`src/rtl/loader_pkg.sv`:
```
// Shared types and constants for the boot-time program loader.
// Header layout: [31:16] magic, [15:0] payload word count.
package loader_pkg;

  typedef enum logic [2:0] {
    ST_IDLE  = 3'd0,
    ST_LOAD  = 3'd1,
    ST_CHECK = 3'd2,
    ST_DONE  = 3'd3,
    ST_ERR   = 3'd4
  } state_t;

  localparam logic [15:0] LOADER_MAGIC = 16'hC0DE;
  localparam int          HDR_MAGIC_W  = 16;
  localparam int          HDR_COUNT_W  = 16;

endpackage

```
`src/rtl/program_loader.sv`:
```
// Boot loader: header (magic + count), payload written to IMEM from BASE_ADDR, then cpu_start.
// Optional trailing 32-bit wrap-around payload checksum when CHECKSUM_EN is defined.
module program_loader
  import loader_pkg::*;
#(
  parameter int                ADDR_W    = 14,
  parameter logic [ADDR_W-1:0] BASE_ADDR = '0,
  parameter logic [15:0]       MAGIC     = LOADER_MAGIC
) (
  input  logic              CLK,
  input  logic              RST,
  input  logic [31:0]       rx_data,
  input  logic              rx_valid,
  output logic              imem_we,
  output logic [ADDR_W-1:0] imem_addr,
  output logic [31:0]       imem_wdata,
  output logic              cpu_start,
  output logic              busy,
  output logic              err,
  output logic [15:0]       words_left
);

  // Largest payload that fits between BASE_ADDR and the top of IMEM.
  localparam logic [32:0] LIMIT = (33'd1 << ADDR_W) - 33'(BASE_ADDR);

  state_t            r_state;
  logic [ADDR_W-1:0] r_addr;
  logic              r_we;
  logic [ADDR_W-1:0] r_imem_addr;
  logic [31:0]       r_wdata;
  logic              r_cpu_start;
  logic              r_busy;
  logic              r_err;
  logic [15:0]       r_words_left;
`ifdef CHECKSUM_EN
  logic [31:0]       r_acc;
`endif

  logic [HDR_MAGIC_W-1:0] w_magic;
  logic [HDR_COUNT_W-1:0] w_count;
  logic                   w_too_big;

  assign w_magic   = rx_data[31:16];
  assign w_count   = rx_data[15:0];
  assign w_too_big = {17'b0, w_count} > LIMIT;

  always_ff @(posedge CLK) begin
    if (RST) begin
      r_state      <= ST_IDLE;
      r_addr       <= BASE_ADDR;
      r_we         <= 1'b0;
      r_imem_addr  <= '0;
      r_wdata      <= '0;
      r_cpu_start  <= 1'b0;
      r_busy       <= 1'b0;
      r_err        <= 1'b0;
      r_words_left <= '0;
`ifdef CHECKSUM_EN
      r_acc        <= '0;
`endif
    end else begin
      r_we <= 1'b0;
      case (r_state)
        ST_IDLE: begin
          // Words without the magic are treated as line noise and dropped.
          if (rx_valid && w_magic == MAGIC) begin
            if (w_count == '0) begin
`ifdef CHECKSUM_EN
              r_state <= ST_CHECK;
              r_busy  <= 1'b1;
`else
              r_state     <= ST_DONE;
              r_cpu_start <= 1'b1;
`endif
            end else if (w_too_big) begin
              r_state <= ST_ERR;
              r_err   <= 1'b1;
            end else begin
              r_words_left <= w_count;
              r_busy       <= 1'b1;
              r_state      <= ST_LOAD;
            end
          end
        end
        ST_LOAD: begin
          if (rx_valid) begin
            r_we         <= 1'b1;
            r_wdata      <= rx_data;
            r_imem_addr  <= r_addr;
            r_addr       <= r_addr + ADDR_W'(1);
            r_words_left <= r_words_left - 16'd1;
`ifdef CHECKSUM_EN
            r_acc <= r_acc + rx_data;
            if (r_words_left == 16'd1) r_state <= ST_CHECK;
`else
            if (r_words_left == 16'd1) begin
              r_state     <= ST_DONE;
              r_busy      <= 1'b0;
              r_cpu_start <= 1'b1;
            end
`endif
          end
        end
`ifdef CHECKSUM_EN
        ST_CHECK: begin
          if (rx_valid) begin
            r_busy <= 1'b0;
            if (rx_data == r_acc) begin
              r_state     <= ST_DONE;
              r_cpu_start <= 1'b1;
            end else begin
              r_state <= ST_ERR;
              r_err   <= 1'b1;
            end
          end
        end
`endif
        ST_DONE: r_state <= ST_DONE;
        ST_ERR:  r_state <= ST_ERR;
        default: r_state <= ST_IDLE;
      endcase
    end
  end

  assign imem_we    = r_we;
  assign imem_addr  = r_imem_addr;
  assign imem_wdata = r_wdata;
  assign cpu_start  = r_cpu_start;
  assign busy       = r_busy;
  assign err        = r_err;
  assign words_left = r_words_left;

endmodule

```
`config.mk`:
```
export PLATFORM = sky130hd
export DESIGN_NAME = program_loader
export DESIGN_NICKNAME = d
export VERILOG_FILES = /design/src/rtl/loader_pkg.sv /design/src/rtl/program_loader.sv
export SDC_FILE = /design/constraint.sdc
export NUM_CORES = 1
export LEC_CHECK = 0
export BUFFER_PORTS_ARGS = -buffer_cell sky130_fd_sc_hd__buf_2
export CORE_MARGIN = 4
export CORE_UTILIZATION = 47
export DETAILED_ROUTE_END_ITERATION = 7
export PLACE_DENSITY_LB_ADDON = 0.25
export SKIP_LAST_GASP = 1
export SLEW_MARGIN = 20
export SYNTH_ARGS = -nofsm -noshare
export SYNTH_HDL_FRONTEND = slang
export SYNTH_SLANG_ARGS = --single-unit
```
`constraint.sdc`:
```
create_clock -name CLK -period 2 [get_ports CLK]
set_input_delay 0.2 -clock CLK [delete_from_list [all_inputs] [get_ports CLK]]
set_output_delay 0.2 -clock CLK [all_outputs]
set_load 0.03 [all_outputs]
```
==> metrics.yaml <==
syn-cell-area_mm2: 0.00356
ios: 101
die_h_um: 95.0
grt_max_degree: 52
drt_first_pass_iters: 5
viasPerCell: 5.38
p_per_area_mw_per_mm2: 649
min_path_type: "input port to register"
place.gp.congestion: 0.902
startpoint_type: "register"
intPower_uw: 2300
power.switching_uw: 745
synth-simple-area-share_pct: 25.3
hold_violations: 0
slew_headroom_pct: 64.7
drcViolationCount: 0
synthCells: 435
worstSetupPathType: "register to register"
avgSynthCellArea_um2: 8.19
cts_buffer_depth: 2
postCtsHoldBufs: 0
synth_edf_count: 0
cts_tree: "done"
power.share.switching_pct: 24.5
synthMuxAreaShare_pct: 1.23
drive_gt1_share_pct: 32.9
power_frac_seq_pct: 54.2
tightest_slew_ns: 0.529
port_buffers: 100
layout_setup_ws_ns: -0.00726
clkTransAtPathRegs_ns: 0.09
place_ws_ns: -0.0435
arrival_ns: 2.27
async_reset_ff_share_pct: 0
grtUsageTotal_pct: 22.4
rows: 31
clock-sinks: 83
setup_violations: 1
grt_pass1_vias: 3307
routed_wire_length_per_instance_um: 15.1
cp.required_ns: 2.26
fmax_mhz: 498
finalCriticalPeriod_ns: 2.01
cts_htree_levels: 3
clock_latency_ns: 0.36
synthXorXnorAreaFrac_pct: 2.21
synth_compound_area_share_pct: 19.5
vias: 3575
synth.ff_latch_count: 83
num_antenna_cells: 0
final_cells: 665
syn_nets: 473
synth_top_family_by_area: "simple AND/OR/NAND/NOR gates"
cts_made_buffers: 9
routed_wirelength_um: 10000
final.setup_skew_ns: 0.0119
grt_remaining_overflow: 0
dpl.cell_count: 648
die_w_um: 95.0
peakVddDrop_uv: 412
grt_antenna_before_repair: 0
ys_warn_count: 0
report.final.slew_viol_count: 0
clockRootBuffer: "clkbuf_8"
power_frac_clock_pct: 41.3
synth_flop_cell: "dfxtp_1"
rsz0062_at_grt: "yes"
antenna_left: 0
core_mm2: 0.00729
outcome: "complete, but fails checks"
synthAdderAreaFrac_pct: 1.05
p_comb_share_pct: 4.5
grt_pass1_wl_um: 15900
start_util_pct: 48.8
die_area_mm2: 0.00903
violations: "negative setup slack"
endpoint_kind: "register"
ys_seq_area_share_pct: 46.7
dp_hpwl_um: 7310
cap_viol_max_count: 0
nNetsFinal: 599
yosysUniqueCellTypes: 53
p_leak_uw: 0.00189
area_growth_pct: 31.8
min_period_over_period_pct: 100
first_iter_violations: 158
crit_fanout: 4
-- path summary, 6_finish.rpt --
| kind | startpoint | to | slack (ns) | cells after the start |
|---|---|---|---|---|
| worst max register to register | words_left[9]$_SDFFE_PP0P_ | r_state[1]$_SDFFE_PP0P_ | -0.007 | 5 |
| worst min-delay path | rx_data[21] | imem_wdata[21]$_SDFFE_PP0P_ | 0.09 | 3 |
| worst max-delay path | words_left[9]$_SDFFE_PP0P_ | r_state[1]$_SDFFE_PP0P_ | -0.007 | 5 |
| worst min register to register | imem_addr[8]$_SDFFE_PP0P_ | imem_addr[8]$_SDFFE_PP0P_ | 0.46 | 2 |
-- cell type report --
type                            count  area, µm²
Multi-Input combinational cell    315       1830
Clock inverter                      7       82.6
Timing Repair Buffer              144        835
Inverter                            8       30.0
Fill cell                         691       2600
Clock buffer                        9        124
Tap cell                           99        124
Sequential cell                    83       1670
-- cells by family (layout without fill, tap and decap cells) --
| logic type | count (synthesis) | in the layout |
|---|---|---|
| xor gates and xnor gates | 9 | 9 |
| AOI/OAI and AO/OA | 109 | 109 |
| and+or+nand+nor | 190 | 190 |
| buffers and inverters | 37 | 168 |
| DFF | 83 | 83 |
| adders and majority gates | 3 | 3 |
| muxes | 4 | 4 |
-- power by group through the flow --
stage               combinational, µW  clock [µW]  sequential, µW
floorplan                        50.2           0            1690
detailed placement                134           0            1690
global placement                  134           0            1690
finish                            137        1260            1650
global route                      149        1350            1650
CTS                               135        1280            1650
-- sequential cells by signal (all words and copies together), names as in the netlist --
signal / cells
err: 1
imem_addr: 14
r_addr: 14
busy: 1
cpu_start: 1
imem_wdata: 32
r_state: 3
words_left: 16
imem_we: 1
-- cells in the mapped netlist (2+ instances only) --
library cell,count,area (µm²)
nor3b_1,2,15.0
a22oi_1,3,22.5
o22ai_1,2,12.5
nor4_1,8,50.1
dfxtp_1,83,1660
buf_1,5,18.8
nand2_1,112,420
o41ai_1,3,26.3
o21a_1,2,15.0
nand4_1,4,25.0
o2111ai_1,2,17.5
nor2_1,19,71.3
and4_1,2,17.5
clkbuf_1,21,78.8
or4_1,3,22.5
xnor2_1,6,52.6
ha_1,3,37.5
o21ai_0,9,45.0
o31ai_1,6,45.0
mux2_2,3,33.8
nand4b_1,2,17.5
o2bb2ai_1,2,17.5
buf_2,3,15.0
or3_1,9,56.3
nand3_1,5,25.0
nor3_1,12,60.1
o32ai_1,10,87.6
a2bb2oi_1,2,17.5
xor2_1,3,26.3
inv_1,8,30.0
a21oi_1,59,295
-- what timing repair did --
action | CTS | global route
buffers inserted | 0 | 1
setup endpoints to repair | 0 | 12
hold endpoints to repair | 0 | 0
resized for setup | 0 | 8
-- routing by layer --
| layer | wire length, µm | GRT usage [%] | vias to the layer above |
|---|---|---|---|
| li1 | - | - | 1788 |
| met1 | 4580 | 30.9 | 1657 |
| met2 | 4780 | 34.8 | 118 |
| met3 | 604 | 5.60 | 12 |
| met4 | 93 | 6.49 | 0 |
| met5 | 0 | 0 | - |
-- cell usage in the layout, fill, tap and decap left out, types with 3 or more instances in the layout --
| cell | instances |
|---|---|
| nor2_1 | 19 |
| nand2_1 | 112 |
| dfxtp_1 | 77 |
| a21oi_1 | 59 |
| buf_2 | 100 |
| o32ai_1 | 10 |
| mux2_2 | 3 |
| nand4_1 | 4 |
| o21ai_0 | 9 |
| o31ai_1 | 5 |
| o41ai_1 | 3 |
| ha_1 | 3 |
| buf_4 | 43 |
| xor2_1 | 3 |
| or4_4 | 3 |
| clkbuf_8 | 9 |
| nor3_1 | 11 |
| nand3_1 | 5 |
| a22oi_1 | 3 |
| inv_1 | 8 |
| xnor2_1 | 6 |
| dfxtp_2 | 6 |
| or3_1 | 8 |
| nor4_1 | 8 |
-- critical path: stages, from the launching register on --
cell and delay [ns]:
dfxtp_2 0.33, or3_4 0.38, or4_4 0.46, nor4_4 0.25, a31oi_4 0.15, a2111oi_4 0.35
-- per-stage QoR --
| stage | util [%] | cell area [µm²] | power (µW) | TNS (ns) | hold WS, ns |
|---|---|---|---|---|---|
| floorplan | - | 3580 | 1740 | -0.00140 | 0.336 |
| global placement | 60.8 | 4430 | 1820 | -0.443 | 0.439 |
| detailed placement | 60.8 | 4430 | 1820 | -0.287 | 0.446 |
| CTS | 63.6 | 4640 | 3070 | 0 | 0.0704 |
| global route | 64.4 | 4690 | 3150 | -0.245 | 0.0786 |
| finish | 64.4 | 4690 | 3050 | -0.00726 | 0.0876 |
(Power assumes the default switching activity.)
